`src/rtl/tt_um_ccollatz_sergiooliveros_if.sv`:
```
// Pin bundle for the Collatz step counter tile.
// Signals:
//   ena     tile enable (ignored by the design)
//   ui_in   start value N
//   uio_in  unused bidirectional inputs
//   uo_out  status: bit0 busy, bit1 done, bits7:2 zero
//   uio_out step count C
//   uio_oe  output enables for the uio pins
// master: drives the tile inputs (harness / testbench side).
// slave:  the tile itself.
interface tt_um_ccollatz_sergiooliveros_if;
    logic       ena;
    logic [7:0] ui_in;
    logic [7:0] uio_in;
    logic [7:0] uo_out;
    logic [7:0] uio_out;
    logic [7:0] uio_oe;

    modport master (
        output ena,
        output ui_in,
        output uio_in,
        input  uo_out,
        input  uio_out,
        input  uio_oe
    );

    modport slave (
        input  ena,
        input  ui_in,
        input  uio_in,
        output uo_out,
        output uio_out,
        output uio_oe
    );
endinterface

```
`src/rtl/tt_um_ccollatz_sergiooliveros.sv`:
```
// Collatz step counter. Releasing rst_n loads N from ui_in and counts the
// steps needed to reach 1, one step per clock.
// Ports:
//   clk    rising-edge clock
//   rst_n  synchronous active-low reset; its release starts a computation
//   bus    pin bundle (slave side): ui_in = N, uo_out = {6'b0, done, busy},
//          uio_out = step count, uio_oe = 8'hFF; ena and uio_in are ignored
module tt_um_ccollatz_sergiooliveros (
    input logic                            clk,
    input logic                            rst_n,
    tt_um_ccollatz_sergiooliveros_if.slave bus
);

    typedef enum logic [1:0] {
        StLoad = 2'd0,
        StRun  = 2'd1,
        StDone = 2'd2
    } state_e;

    state_e      state_q, state_d;
    logic [15:0] n_q, n_d;
    logic [7:0]  count_q, count_d;
    logic        busy_q, busy_d;
    logic        done_q, done_d;
    logic [15:0] n_next;

    // Peak trajectory for any 8-bit start is 13120, so 16 bits never overflow.
    always_comb begin
        if (n_q[0]) begin
            n_next = (n_q << 1) + n_q + 16'd1;
        end else begin
            n_next = n_q >> 1;
        end
    end

    always_comb begin
        state_d = state_q;
        n_d     = n_q;
        count_d = count_q;
        busy_d  = busy_q;
        done_d  = done_q;
        unique case (state_q)
            StLoad: begin
                n_d     = {8'd0, bus.ui_in};
                count_d = 8'd0;
                busy_d  = 1'b1;
                done_d  = 1'b0;
                state_d = StRun;
            end
            StRun: begin
                // A start value of 0 is treated like 1: finished immediately.
                if (n_q > 16'd1) begin
                    n_d     = n_next;
                    count_d = (count_q == 8'hFF) ? 8'hFF : count_q + 8'd1;
                end else begin
                    busy_d  = 1'b0;
                    done_d  = 1'b1;
                    state_d = StDone;
                end
            end
            StDone: begin
                busy_d = 1'b0;
                done_d = 1'b1;
            end
            default: begin
                state_d = StLoad;
            end
        endcase
    end

    always_ff @(posedge clk) begin
        if (!rst_n) begin
            state_q <= StLoad;
            n_q     <= 16'd0;
            count_q <= 8'd0;
            busy_q  <= 1'b0;
            done_q  <= 1'b0;
        end else begin
            state_q <= state_d;
            n_q     <= n_d;
            count_q <= count_d;
            busy_q  <= busy_d;
            done_q  <= done_d;
        end
    end

    // Outputs come straight from flops; no input reaches an output combinationally.
    assign bus.uo_out  = {6'd0, done_q, busy_q};
    assign bus.uio_out = count_q;
    assign bus.uio_oe  = 8'hFF;

    logic unused_inputs;
    assign unused_inputs = ^{bus.ena, bus.uio_in};

endmodule

```
`src/flat_wrapper.sv`:
```
// flat-port wrapper written by rule: the top's interface ports become plain ports
module tt_um_ccollatz_sergiooliveros_flat 
  (clk, rst_n, bus_ena, bus_ui_in, bus_uio_in, bus_uo_out, bus_uio_out, bus_uio_oe);
  tt_um_ccollatz_sergiooliveros_if bus_i ();
  input logic clk;
  input logic rst_n;
  input wire logic [$bits(bus_i.ena)-1:0] bus_ena;
  input wire logic [$bits(bus_i.ui_in)-1:0] bus_ui_in;
  input wire logic [$bits(bus_i.uio_in)-1:0] bus_uio_in;
  output wire logic [$bits(bus_i.uo_out)-1:0] bus_uo_out;
  output wire logic [$bits(bus_i.uio_out)-1:0] bus_uio_out;
  output wire logic [$bits(bus_i.uio_oe)-1:0] bus_uio_oe;
  assign bus_i.ena = bus_ena;
  assign bus_i.ui_in = bus_ui_in;
  assign bus_i.uio_in = bus_uio_in;
  assign bus_uo_out = bus_i.uo_out;
  assign bus_uio_out = bus_i.uio_out;
  assign bus_uio_oe = bus_i.uio_oe;
  tt_um_ccollatz_sergiooliveros u_core (.clk(clk), .rst_n(rst_n), .bus(bus_i));
endmodule
```
`config.mk`:
```
export PLATFORM = sky130hd
export DESIGN_NAME = tt_um_ccollatz_sergiooliveros_flat
export DESIGN_NICKNAME = d
export VERILOG_FILES = /design/src/rtl/tt_um_ccollatz_sergiooliveros_if.sv /design/src/rtl/tt_um_ccollatz_sergiooliveros.sv /design/src/flat_wrapper.sv
export SDC_FILE = /design/constraint.sdc
export NUM_CORES = 1
export LEC_CHECK = 0
export ABC_AREA = 1
export CORE_UTILIZATION = 59
export CTS_CLUSTER_SIZE = 8
export DETAILED_ROUTE_END_ITERATION = 6
export HOLD_SLACK_MARGIN = 0.08
export PLACE_DENSITY = 0.86
export SLEW_MARGIN = 20
export SYNTH_ARGS = -nofsm -noshare
export SYNTH_HDL_FRONTEND = slang
export SYNTH_SLANG_ARGS = --single-unit
export TNS_END_PERCENT = 1
```
`constraint.sdc`:
```
create_clock -name clk -period 6.03 [get_ports clk]
set_input_delay 1.809 -clock clk [delete_from_list [all_inputs] [get_ports clk]]
set_output_delay 1.809 -clock clk [all_outputs]
set_load 0.01 [all_outputs]
```
==> summary.txt, run 1 <==
Run status
  – Status: completed

Clock tree
  – CTS root buf: clkbuf_8
  – Clk slew on worst S/H paths: around 100 ps
  – TritonCTS Buffers: 3
  – Post-CTS sizing: 0
  – Post-CTS Setup Bufs: 0
  – Clock Sinks: 28
  – CTS Buffer Depth: 2
  – CTS Hold Bufs: 0
  – Clock Latency Late Sink: between 200 and 300 ps
  – TritonCTS clock tree: built
  – Htree depth: 1

Die
  – DIE AREA: just over 0.005 mm^2
  – # IOs: 43
  – Core area: roughly 0.0047 mm^2
  – Die X: 72.01 um
  – Die Ht: approximately 72 um
  – Initial core utilization: between 60% and 70%
  – Num rows: 25

Critical path
  – Crit Path Max Fanout: 18
  – CP Launch Type: primary input
  – Critical path, cell by cell: clkdlybuf4s50_1 > clkinv_1 > a21oi_1
  – Worst reg2reg path depth: 11
  – Worst Path Required: about 6200 ps
  – Reg2Reg Launch Point: u_core.n_q[0]
  – Critical path class: primary input to flop
  – Slowest cell on crit path: clkdlybuf4s50_1
  – CP arrival: ~3600 ps
  – Worst path max stage delay: approximately 800 ps
  – Reg-to-Reg End: u_core.n_q[4]
  – R2r setup slk: about 3400 ps
  – CP Capture Type: flop

Detailed routing
  – Via count: between 2000 and 3000
  – Drt via density: 5.228
  – Routed WL: 6418 um
  – Initial DRC count: 170
  – DR WL/cell: between 10 and 15 um
  – Initial DRT Pass Iterations: 4
  – Routed Antenna Nets: 0
  – DRC errors left: 0

STA
  – Fin. max-slew vios: 0
  – Worst Max-Slew Pin Slew: 769.2 ps
  – Fin crit share: between 50% and 60%
  – RSZ-0062 raised after global routing: false
  – Fmax: a little under 0.3 GHz
  – Final clock skew: 2.452 ps
  – Final setup fails: 0
  – Fin. Hold Viols: 0
  – Crit path time final: roughly 3400 ps
  – Setup TNS Final: 0 ps
  – Max-slew headroom: about half

Placed design
  – Cells after DPL: approximately 530
  – PortBufs: 19
  – GP Congestion: about 0.92
  – Placed Area: approximately 0.003 mm^2
  – Dpl hpwl: approximately 4900 um

Worst hold path
  – WHS Endpoint: u_core.done_q
  – Hold Path Class: flop to flop
  – Hold Path Depth: 2
  – Hold wc startpoint: u_core.done_q

GRT
  – Met2 usage: 44.44%
  – Met3 usage: about 2.1%
  – Initial antenna violation count: 0
  – GRT Max-Usage Layer: met2
  – Grt met1 use: roughly a third
  – Gr usage total: 25.03%
  – Grt ovf: 0
  – First-pass GRT wire length: between 10000 and 15000 um
  – Vias in the first global route: roughly 2400
  – Largest net degree at the start of global routing: 31

Logic synthesis
  – Post-Synthesis Cell Area: ~0.0029 mm^2
  – Synthesized flop and latch total: 28
  – Syn_area_per_cell: between 6 and 7 um^2
  – Unique masters post-synth: 31
  – Post-synthesis sequential area ratio: about a fifth
  – Yosys warning total: 0
  – Cells after Synth: 459

Pwr
  – Worst vdd ir: approximately 270 uV
  – Leakage power figure: about 1.5 nW
  – Power per Cell Area: a little under 400 mW/mm^2

Cells and area
  – # nets final: 524
  – Fraction of final layout cells sized beyond drive strength 1: approximately 7%
  – Finished Layout Cells: 536
  – Layout Cell Area excl Fill: between 0.003 and 0.004 mm^2
  – # diodes: 0
  – Area Growth Syn to Fin: 6.621%

Job
  – Number of max-cap violations: 0
-- sequential cells by signal (all words and copies together) (netlist names), named ones only --
register and cells:
u_core.n_q 15, u_core.busy_q 1, u_core.state_q 2, u_core.bus.uio_out 8
u_core.done_q 1
-- cell usage after synthesis, drive strengths merged --
master / count / share of area, %
nand4: 4 / 0.87
xor2: 2 / 0.61
clkinv: 1 / 0.13
nor2: 47 / 6.2
fa: 1 / 0.69
inv: 78 / 10
nand2: 124 / 17
ha: 34 / 15
nand3: 44 / 9.2
a21oi: 37 / 7.4
o221ai: 1 / 0.30
o21a: 1 / 0.26
dfxtp: 28 / 19
o211ai: 1 / 0.26
buf: 22 / 6.5
nand3b: 2 / 0.52
and2: 2 / 0.43
o21ai: 24 / 4.4
conb: 2 / 0.26
clkbuf: 3 / 0.39
nor3: 1 / 0.56
-- layout make-up --
| class | count | area, um^2 |
|---|---|---|
| clock buffers | 3 | 41.29 |
| clock inverters | 1 | 30.03 |
| well taps | 67 | 83.83 |
| inverters | 79 | 296.5 |
| multi-input cells | 339 | 1881 |
| flip-flops and latches | 28 | 560.5 |
| fillers | 417 | 1640 |
| repair buffers | 19 | 190.2 |
-- worst max-delay path by stage --
stage / from / end
4_1_cts: rst_n / u_core.bus.uio_out[5]
3_3_place_gp: rst_n / u_core.n_q[2]
2_1_floorplan: rst_n / u_core.bus.uio_out[1]
5_1_grt: rst_n / u_core.n_q[12]
3_5_place_dp: rst_n / u_core.bus.uio_out[5]
6_report: rst_n / u_core.bus.uio_out[5]
-- critical path, delay by kind of cell --
kind | cells | cell delay (ps)
AO/OA/AOI/OAI | 1 | 340
buffers and inverters | 2 | 1490
-- where the power goes --
group | internal (mW) | leakage, nW | switching [mW] | total [mW]
sequential | 0.234 | 0.229 | 0.0650 | 0.299
combinational | 0.244 | 1.25 | 0.490 | 0.734
clock | 0.0890 | 0.0357 | 0.0636 | 0.153
total | 0.567 | 1.51 | 0.619 | 1.19
-- placed cells by master, fill, tap and decap left out, drive strengths merged --
master	Yosys	routed
nor2	47	47
conb	2	14
ha	34	34
inv	78	78
nand2	124	124
o221ai	1	1
clkbuf	3	3
o21a	1	1
dfxtp	28	28
nand3	44	44
nand4	4	4
a21oi	37	37
o211ai	1	1
fa	1	1
clkinv	1	1
bufinv	0	1
xor2	2	2
clkdlybuf4s50	0	19
and2	2	2
o21ai	24	24
nand3b	2	2
nor3	1	1
-- stage by stage --
stage	util, %	worst slack (ps)	hold slack, ps	total power, mW
after global routing	65.27	2489	495.8	1.291
final	65.27	2584	466.2	1.186
after detailed placement	63.76	2291	458.1	1.023
after global placement	63.76	2383	448.5	1.002
after CTS	65.27	2610	472.5	1.178
after floorplan	-	3520	439.3	0.9149
-- metal layers --
metal	part of all wire, %	routed length (um)
met1	45	2904
met2	47	3037
met3	5.5	351
met4	1.9	124
met5	0	0
-- logic make-up (layout without fill, tap and decap cells) --
logic type	count (synthesis)	count (layout)	synth area share, %
flip-flops	28	28	19.39
XOR/XNOR	2	2	0.6059
other	2	14	0.2597
AND/OR/NAND/NOR	224	224	34.53
buffers and inverters	104	102	17.14
AO/OA/AOI/OAI	64	64	12.68
adder cells (fa/ha/maj)	35	35	15.40
Power figures use the tool's default switching activity.
==> run 2, diff against run 1 <==
--- a/config.mk
+++ b/config.mk
@@ -6,11 +6,11 @@
 export NUM_CORES = 1
 export LEC_CHECK = 0
 export ABC_AREA = 1
-export CORE_UTILIZATION = 59
+export CORE_UTILIZATION = 55
 export CTS_CLUSTER_SIZE = 8
 export DETAILED_ROUTE_END_ITERATION = 6
 export HOLD_SLACK_MARGIN = 0.08
-export PLACE_DENSITY = 0.86
+export PLACE_DENSITY = 0.81
 export SLEW_MARGIN = 20
 export SYNTH_ARGS = -nofsm -noshare
 export SYNTH_HDL_FRONTEND = slang
==> constraint.sdc (replaced) <==
create_clock -name clk -period 3.3 [get_ports clk]
set_input_delay 0.99 -clock clk [delete_from_list [all_inputs] [get_ports clk]]
set_output_delay 0.99 -clock clk [all_outputs]
set_load 0.01 [all_outputs]
==> run 2 against run 1 <==
Net effect:
- combinational power grew 85%
- design area rose by 0.61%
- largest power group unchanged
- count of clock-buffer cells in the layout unchanged
- critical path type is now flop to output pin
- sequential share of layout area shrank 0.11 points
- largest cell class unchanged
- worst hold slack improved by 19 ps
- clock power grew 84%
- critical path depth shrank 2
- final cell count increased by 0.93%
==> summary.txt, run 2 (same netlist as run 1, synthesis figures left out) <==
Run status
  – Status: completed

STA
  – Final setup fails: 0 (unchanged)
  – Crit path time final: 2257 ps
  – Worst Max-Slew Pin Slew: 603.0 ps (-166.2 ps)
  – Fin crit share: 68.39%
  – Setup TNS Final: 0 ps (unchanged)
  – Fin. Hold Viols: 0 (unchanged)
  – Fin. max-slew vios: 0 (unchanged)
  – RSZ-0062 raised after global routing: false
  – Fmax: 0.4431 GHz
  – Final clock skew: 11.47 ps (+9.021 ps)
  – Max-slew headroom: 59.55% (+11 points)

Critical path
  – CP Capture Type: output pin
  – R2r setup slk: 1120 ps (-2320 ps)
  – Worst reg2reg path depth: 12 (+1)
  – CP Launch Type: flop
  – Worst path max stage delay: 570 ps (-230 ps)
  – Critical path buffers and inverters: 1 (-1)
  – Slowest cell on crit path: clkdlybuf4s50_1
  – CP delay by family, top: buffers and inverters
  – CP arrival: 1270 ps (-2370 ps)
  – Critical path, cell by cell: clkdlybuf4s50_1
  – Crit Path Max Fanout: 5 (-13)
  – Reg2Reg Launch Point: u_core.n_q[0]
  – Critical path class: flop to output pin
  – Reg-to-Reg End: u_core.n_q[4]
  – Worst Path Required: 2310 ps (-3910 ps)

Detailed routing
  – Initial DRT Pass Iterations: 5 (+1)
  – Initial DRC count: 124 (-27%)
  – Drt via density: 5.105 (-2.3%)
  – Routed WL: 6335 um (-1.3%)
  – Via count: 2762 (-1.4%)
  – DR WL/cell: 11.71 um (-2.2%)
  – Routed Antenna Nets: 0 (unchanged)
  – DRC errors left: 0 (unchanged)

Die
  – Die Ht: 74.51 um (+3.5%)
  – Die X: 74.51 um (+3.5%)
  – Core area: 0.005075 mm^2 (+7.4%)
  – Num rows: 26 (+4.0%)
  – Initial core utilization: 56.98% (-4.2 points)
  – # IOs: 43 (unchanged)
  – DIE AREA: 0.005551 mm^2 (+7.1%)

Clock tree
  – TritonCTS clock tree: built
  – Htree depth: 1 (unchanged)
  – TritonCTS Buffers: 3 (unchanged)
  – Clock Latency Late Sink: 280 ps (about the same)
  – CTS root buf: clkbuf_8
  – Post-CTS sizing: 0 (unchanged)
  – CTS Buffer Depth: 2 (unchanged)
  – CTS Hold Bufs: 0 (unchanged)
  – Clock Sinks: 28 (unchanged)
  – Post-CTS Setup Bufs: 0 (unchanged)
  – Clk slew on worst S/H paths: 100 ps (about the same)

GRT
  – Initial antenna violation count: 0 (unchanged)
  – First-pass GRT wire length: 10760 um (+3.5%)
  – Grt ovf: 0 (unchanged)
  – Gr usage total: 24.65% (-0.38 points)
  – Vias in the first global route: 2460 (+2.2%)
  – Largest net degree at the start of global routing: 31 (unchanged)

Worst hold path
  – Hold Path Class: flop to flop
  – WHS Endpoint: u_core.done_q
  – Hold Path Depth: 2 (unchanged)
  – Hold wc startpoint: u_core.done_q

Cells and area
  – # nets final: 526 (+0.38%)
  – # diodes: 0 (unchanged)
  – Largest register FFs: 15 (unchanged)
  – Register area: 560.5 um^2 (unchanged)
  – Largest Register: u_core.n_q
  – Area Growth Syn to Fin: 7.269%
  – Fraction of final layout cells sized beyond drive strength 1: 7.431% (+0.39 points)
  – Filler cells: 490 (+18%)
  – Most frequent cells in the layout: nand2_1 (120), inv_1 (74), nor2_1 (46), nand3_1 (35), ha_1 (34)
  – Area occupied by multi-input gates: 0.001881 mm^2 (unchanged)
  – Most common cell after layout, fill and taps aside: nand2_1

Placed design
  – Dpl hpwl: 4823 um (-0.82%)
  – PortBufs: 19 (unchanged)
  – GP Congestion: 0.9113 (-1.3%)

Pwr
  – Leakage power figure: 1.524 nW (+0.66%)
  – Switching power: 1.124 mW (+82%)
  – Power per Cell Area: 698.3 mW/mm^2 (+82%)
  – Combinational group share of total power: 62.9% (+1.0 points)
  – Int Pwr: 1.042 mW (+84%)
  – Sw Ratio: 51.90% (-0.30 points)
  – Sequential share of power: 24.1% (-1.1 points)
  – Total Power: 2.166 mW (+83%)
  – Worst vdd ir: 427.8 uV (+58%)
  – Clock power frac: 13.0% (about the same)

Job
  – Number of max-cap violations: 0 (unchanged)
-- run 2: cell types whose count changed in the layout (fill, tap and decap cells not counted), sizes merged --
cell / change
buf: +2
-- run 2: layout make-up --
class                   instances  share of cell area, %
well taps                      70                  2.824
clock buffers                   3                  1.331
inverters                      79                  9.560
flip-flops and latches         28                  18.07
multi-input cells             339                  60.63
repair buffers                 21                  6.616
clock inverters                 1                 0.9681
-- run 2: per-stage QoR --
step / setup WS (ps) / area [um^2] / utilization, % / hold slack, ps / instances
floorplan: 1194 / 2937 / - / 439.3 / 471
global placement: 769.5 / 3030 / 59.71 / 450.1 / 537
detailed placement: 736.9 / 3030 / 59.71 / 462.6 / 537
CTS: 1038 / 3102 / 61.12 / 481.1 / 541
global route: 879.7 / 3102 / 61.12 / 503.3 / 541
finish: 1043 / 3102 / 61.12 / 485.4 / 541
-- run 2: power by group through the flow --
stage	Sequential, mW	Combinational, mW	Clock (mW)
global route	0.534	1.56	0.300
global placement	0.525	1.31	0
floorplan	0.508	1.16	0
CTS	0.522	1.35	0.288
detailed placement	0.530	1.34	0
finish	0.523	1.36	0.281
-- run 2: how the worst max path moves through the flow --
stage	end	slack, ps	start	cells after the start
after floorplan	u_core.busy_q	1190	u_core.n_q[0]	14
after global placement	u_core.bus.uio_out[1]	770	rst_n	4
after detailed placement	u_core.done_q	740	rst_n	4
after CTS	bus_uio_out[0]	1040	u_core.bus.uio_out[0]	1
after global routing	u_core.n_q[13]	880	rst_n	4
final	bus_uio_out[0]	1040	u_core.bus.uio_out[0]	1
-- run 2: per-layer routing --
layer / part of all wire, % / vias up / track usage, %
met4: 1.4 / 0 / 7.128
met1: 47 / 1241 / 33.39
met3: 4.9 / 12 / 2.168
met5: 0 / - / 0
li1: - / 1432 / -
met2: 47 / 77 / 41.64
==> run 3, diff against run 2 <==
--- a/config.mk
+++ b/config.mk
@@ -6,11 +6,11 @@
 export NUM_CORES = 1
 export LEC_CHECK = 0
 export ABC_AREA = 1
-export CORE_UTILIZATION = 55
+export CORE_UTILIZATION = 50
 export CTS_CLUSTER_SIZE = 8
 export DETAILED_ROUTE_END_ITERATION = 6
 export HOLD_SLACK_MARGIN = 0.08
-export PLACE_DENSITY = 0.81
+export PLACE_DENSITY = 0.77
 export SLEW_MARGIN = 20
 export SYNTH_ARGS = -nofsm -noshare
 export SYNTH_HDL_FRONTEND = slang
==> constraint.sdc (replaced) <==
create_clock -name clk -period 2.02 [get_ports clk]
set_input_delay 0.606 -clock clk [delete_from_list [all_inputs] [get_ports clk]]
set_output_delay 0.606 -clock clk [all_outputs]
set_load 0.01 [all_outputs]
==> run 3 against run 2 <==
Net effect:
- sequential cell count did not move
- worst setup slack got worse by 910 ps
- clock power rose by 64%
- worst hold slack got worse by 7.1 ps
==> summary.txt, run 3 (same netlist as run 1, synthesis figures left out) <==
Cells and area
  – # diodes: 0 (unchanged)
  – Largest register FFs: 15 (unchanged)
  – Fraction of final layout cells sized beyond drive strength 1: 10.19% (+2.8 points)
  – Most common cell after layout, fill and taps aside: nand2_1
  – Largest Register: u_core.n_q
  – Most frequent cells in the layout: nand2_1 (120), inv_1 (74), nor2_1 (46), nand3_1 (35), ha_1 (34)
  – Layout Cell Area excl Fill: 0.003184 mm^2 (+2.7%)
  – Filler cells: 546 (+11%)
  – Area Growth Syn to Fin: 10.13%
  – # nets final: 536 (+1.9%)
  – Final core occ: 57.48% (-3.6 points)

Critical path
  – Worst Path Required: 1410 ps (-900 ps)
  – CP Launch Type: flop
  – CP arrival: 1280 ps (about the same)
  – Critical path buffers and inverters: 1 (unchanged)
  – Slowest cell on crit path: clkdlybuf4s50_1
  – CP Capture Type: output pin
  – Worst path max stage delay: 570 ps (about the same)
  – Crit Path Max Fanout: 5 (unchanged)
  – CP delay by family, top: buffers and inverters
  – Critical path, cell by cell: clkdlybuf4s50_1
  – Worst reg2reg path depth: 10 (-2)
  – Critical path class: flop to output pin
  – Crit path depth: 1 (unchanged)

Clock tree
  – CTS root buf: clkbuf_8
  – Clock Latency Late Sink: 280 ps (about the same)
  – Clk slew on worst S/H paths: 100 ps (about the same)
  – TritonCTS Buffers: 3 (unchanged)
  – CTS Buffer Depth: 2 (unchanged)
  – CTS Hold Bufs: 0 (unchanged)
  – TritonCTS clock tree: built
  – Clock Sinks: 28 (unchanged)
  – Htree depth: 1 (unchanged)

Pwr
  – Sw Ratio: 51.09% (-0.81 points)
  – Clock power frac: 12.5% (-0.5 points)
  – Sequential share of power: 22.7% (-1.4 points)
  – Power per Cell Area: 1159 mW/mm^2 (+66%)
  – Combinational group share of total power: 64.8% (+1.9 points)
  – Leakage power figure: 1.575 nW (+3.4%)
  – Worst vdd ir: 799.9 uV (+87%)
  – Total Power: 3.692 mW (+70%)
  – Int Pwr: 1.806 mW (+73%)
  – Switching power: 1.886 mW (+68%)

Die
  – Num rows: 27 (+3.8%)
  – Initial core utilization: 52.19% (-4.8 points)
  – # IOs: 43 (unchanged)
  – DIE AREA: 0.006091 mm^2 (+9.7%)
  – Die X: 78.05 um (+4.8%)
  – Core area: 0.005540 mm^2 (+9.2%)
  – Die Ht: 78.05 um (+4.8%)

GRT
  – Initial antenna violation count: 0 (unchanged)
  – Gr usage total: 23.06% (-1.6 points)
  – Grt met1 use: 29.34% (-4.1 points)
  – Met3 usage: 2.442% (+0.27 points)
  – GRT Max-Usage Layer: met2
  – Vias in the first global route: 2573 (+4.6%)
  – Grt ovf: 0 (unchanged)
  – Largest net degree at the start of global routing: 19 (-39%)
  – Met2 usage: 40.96% (-0.68 points)
  – First-pass GRT wire length: 11410 um (+6.0%)

Detailed routing
  – Routed Antenna Nets: 0 (unchanged)
  – DR WL/cell: 12.14 um (+3.7%)
  – DRC errors left: 0 (unchanged)
  – Drt via density: 5.154 (+0.95%)
  – Via count: 2850 (+3.2%)
  – Initial DRC count: 111 (-10%)
  – Initial DRT Pass Iterations: 4 (-1)
  – Routed WL: 6713 um (+6.0%)

STA
  – Final clock skew: 6.133 ps (-5.340 ps)
  – Setup TNS Final: 0 ps (unchanged)
  – Final setup fails: 0 (unchanged)
  – RSZ-0062 raised after global routing: false
  – Fin. Hold Viols: 0 (unchanged)
  – Crit path time final: approximately 1900 ps
  – Fmax: between 0.5 and 0.6 GHz
  – Setup slack after layout: 135.2 ps (-908.0 ps)
  – Fin. max-slew vios: 0 (unchanged)
  – Fin crit share: roughly 93%

Placed design
  – PortBufs: 19 (unchanged)
  – Placed Area: 0.003108 mm^2 (+2.6%)
  – Pre-CTS setup slack: 161.4 ps (-575.5 ps)
  – Dpl hpwl: 5217 um (+8.2%)
  – GP Congestion: 0.8616 (-5.5%)

Worst hold path
  – Hold Path Depth: 2 (unchanged)
  – Hold Path Class: flop to flop

Run status
  – Status: completed

Job
  – Number of max-cap violations: 0 (unchanged)
-- run 3: cell count changes in the layout (fill, tap and decap cells not counted) --
cell / before / now
dfxtp_2: 0 / 4
dfxtp_1: 28 / 24
buf_4: 2 / 12
-- run 3: tightest hold or removal path, cell delays in order (launching register included) --
cell and delay [ps]:
dfxtp_1 330, nand2_1 60, a21oi_1 50
-- run 3: worst paths after layout --
check             slack, ps             startpoint        endpoint
setup / recovery        140  u_core.bus.uio_out[2]  bus_uio_out[2]
hold / removal          480          u_core.done_q   u_core.done_q
setup reg to reg        180          u_core.n_q[2]   u_core.n_q[4]
hold reg to reg         480          u_core.done_q   u_core.done_q
-- run 3: routing by layer --
metal  vias up  share of wire (%)
li1       1455                  -
met1      1319                 46
met2        67                 48
met3         9                3.8
met4         0                1.5
met5         -                  0
-- run 3: power groups by stage --
stage               clock network [mW]  registers (mW)  logic [mW]
floorplan                            0           0.830        1.90
global placement                     0           0.841        2.28
detailed placement                   0           0.845        2.35
CTS                              0.464           0.834        2.38
global route                     0.482           0.858        2.69
finish                           0.460           0.839        2.39
-- run 3: area by class of cell --
| type | count | area, um^2 | area share [%] |
|---|---|---|---|
| Multi-Input combinational cell | 339 | 1881 | 59.06 |
| Clock buffer | 3 | 41.29 | 1.297 |
| Sequential cell | 28 | 565.5 | 17.76 |
| Inverter | 79 | 296.5 | 9.312 |
| Tap cell | 72 | 90.09 | 2.829 |
| Timing Repair Buffer | 31 | 280.3 | 8.802 |
| Clock inverter | 1 | 30.03 | 0.9430 |
-- run 3: timing repair --
| action | 4_1_cts | 5_1_grt |
|---|---|---|
| setup endpoints to repair | 0 | 5 |
| gates resized for setup | 0 | 4 |
| setup buffers | 0 | 0 |
-- run 3: per-stage QoR --
stage / std cells / hold slack [ps]
final: 553 / 478.3
after global routing: 553 / 522.5
after CTS: 553 / 477.6
after detailed placement: 549 / 460.4
after global placement: 549 / 455.6
after floorplan: 471 / 439.3
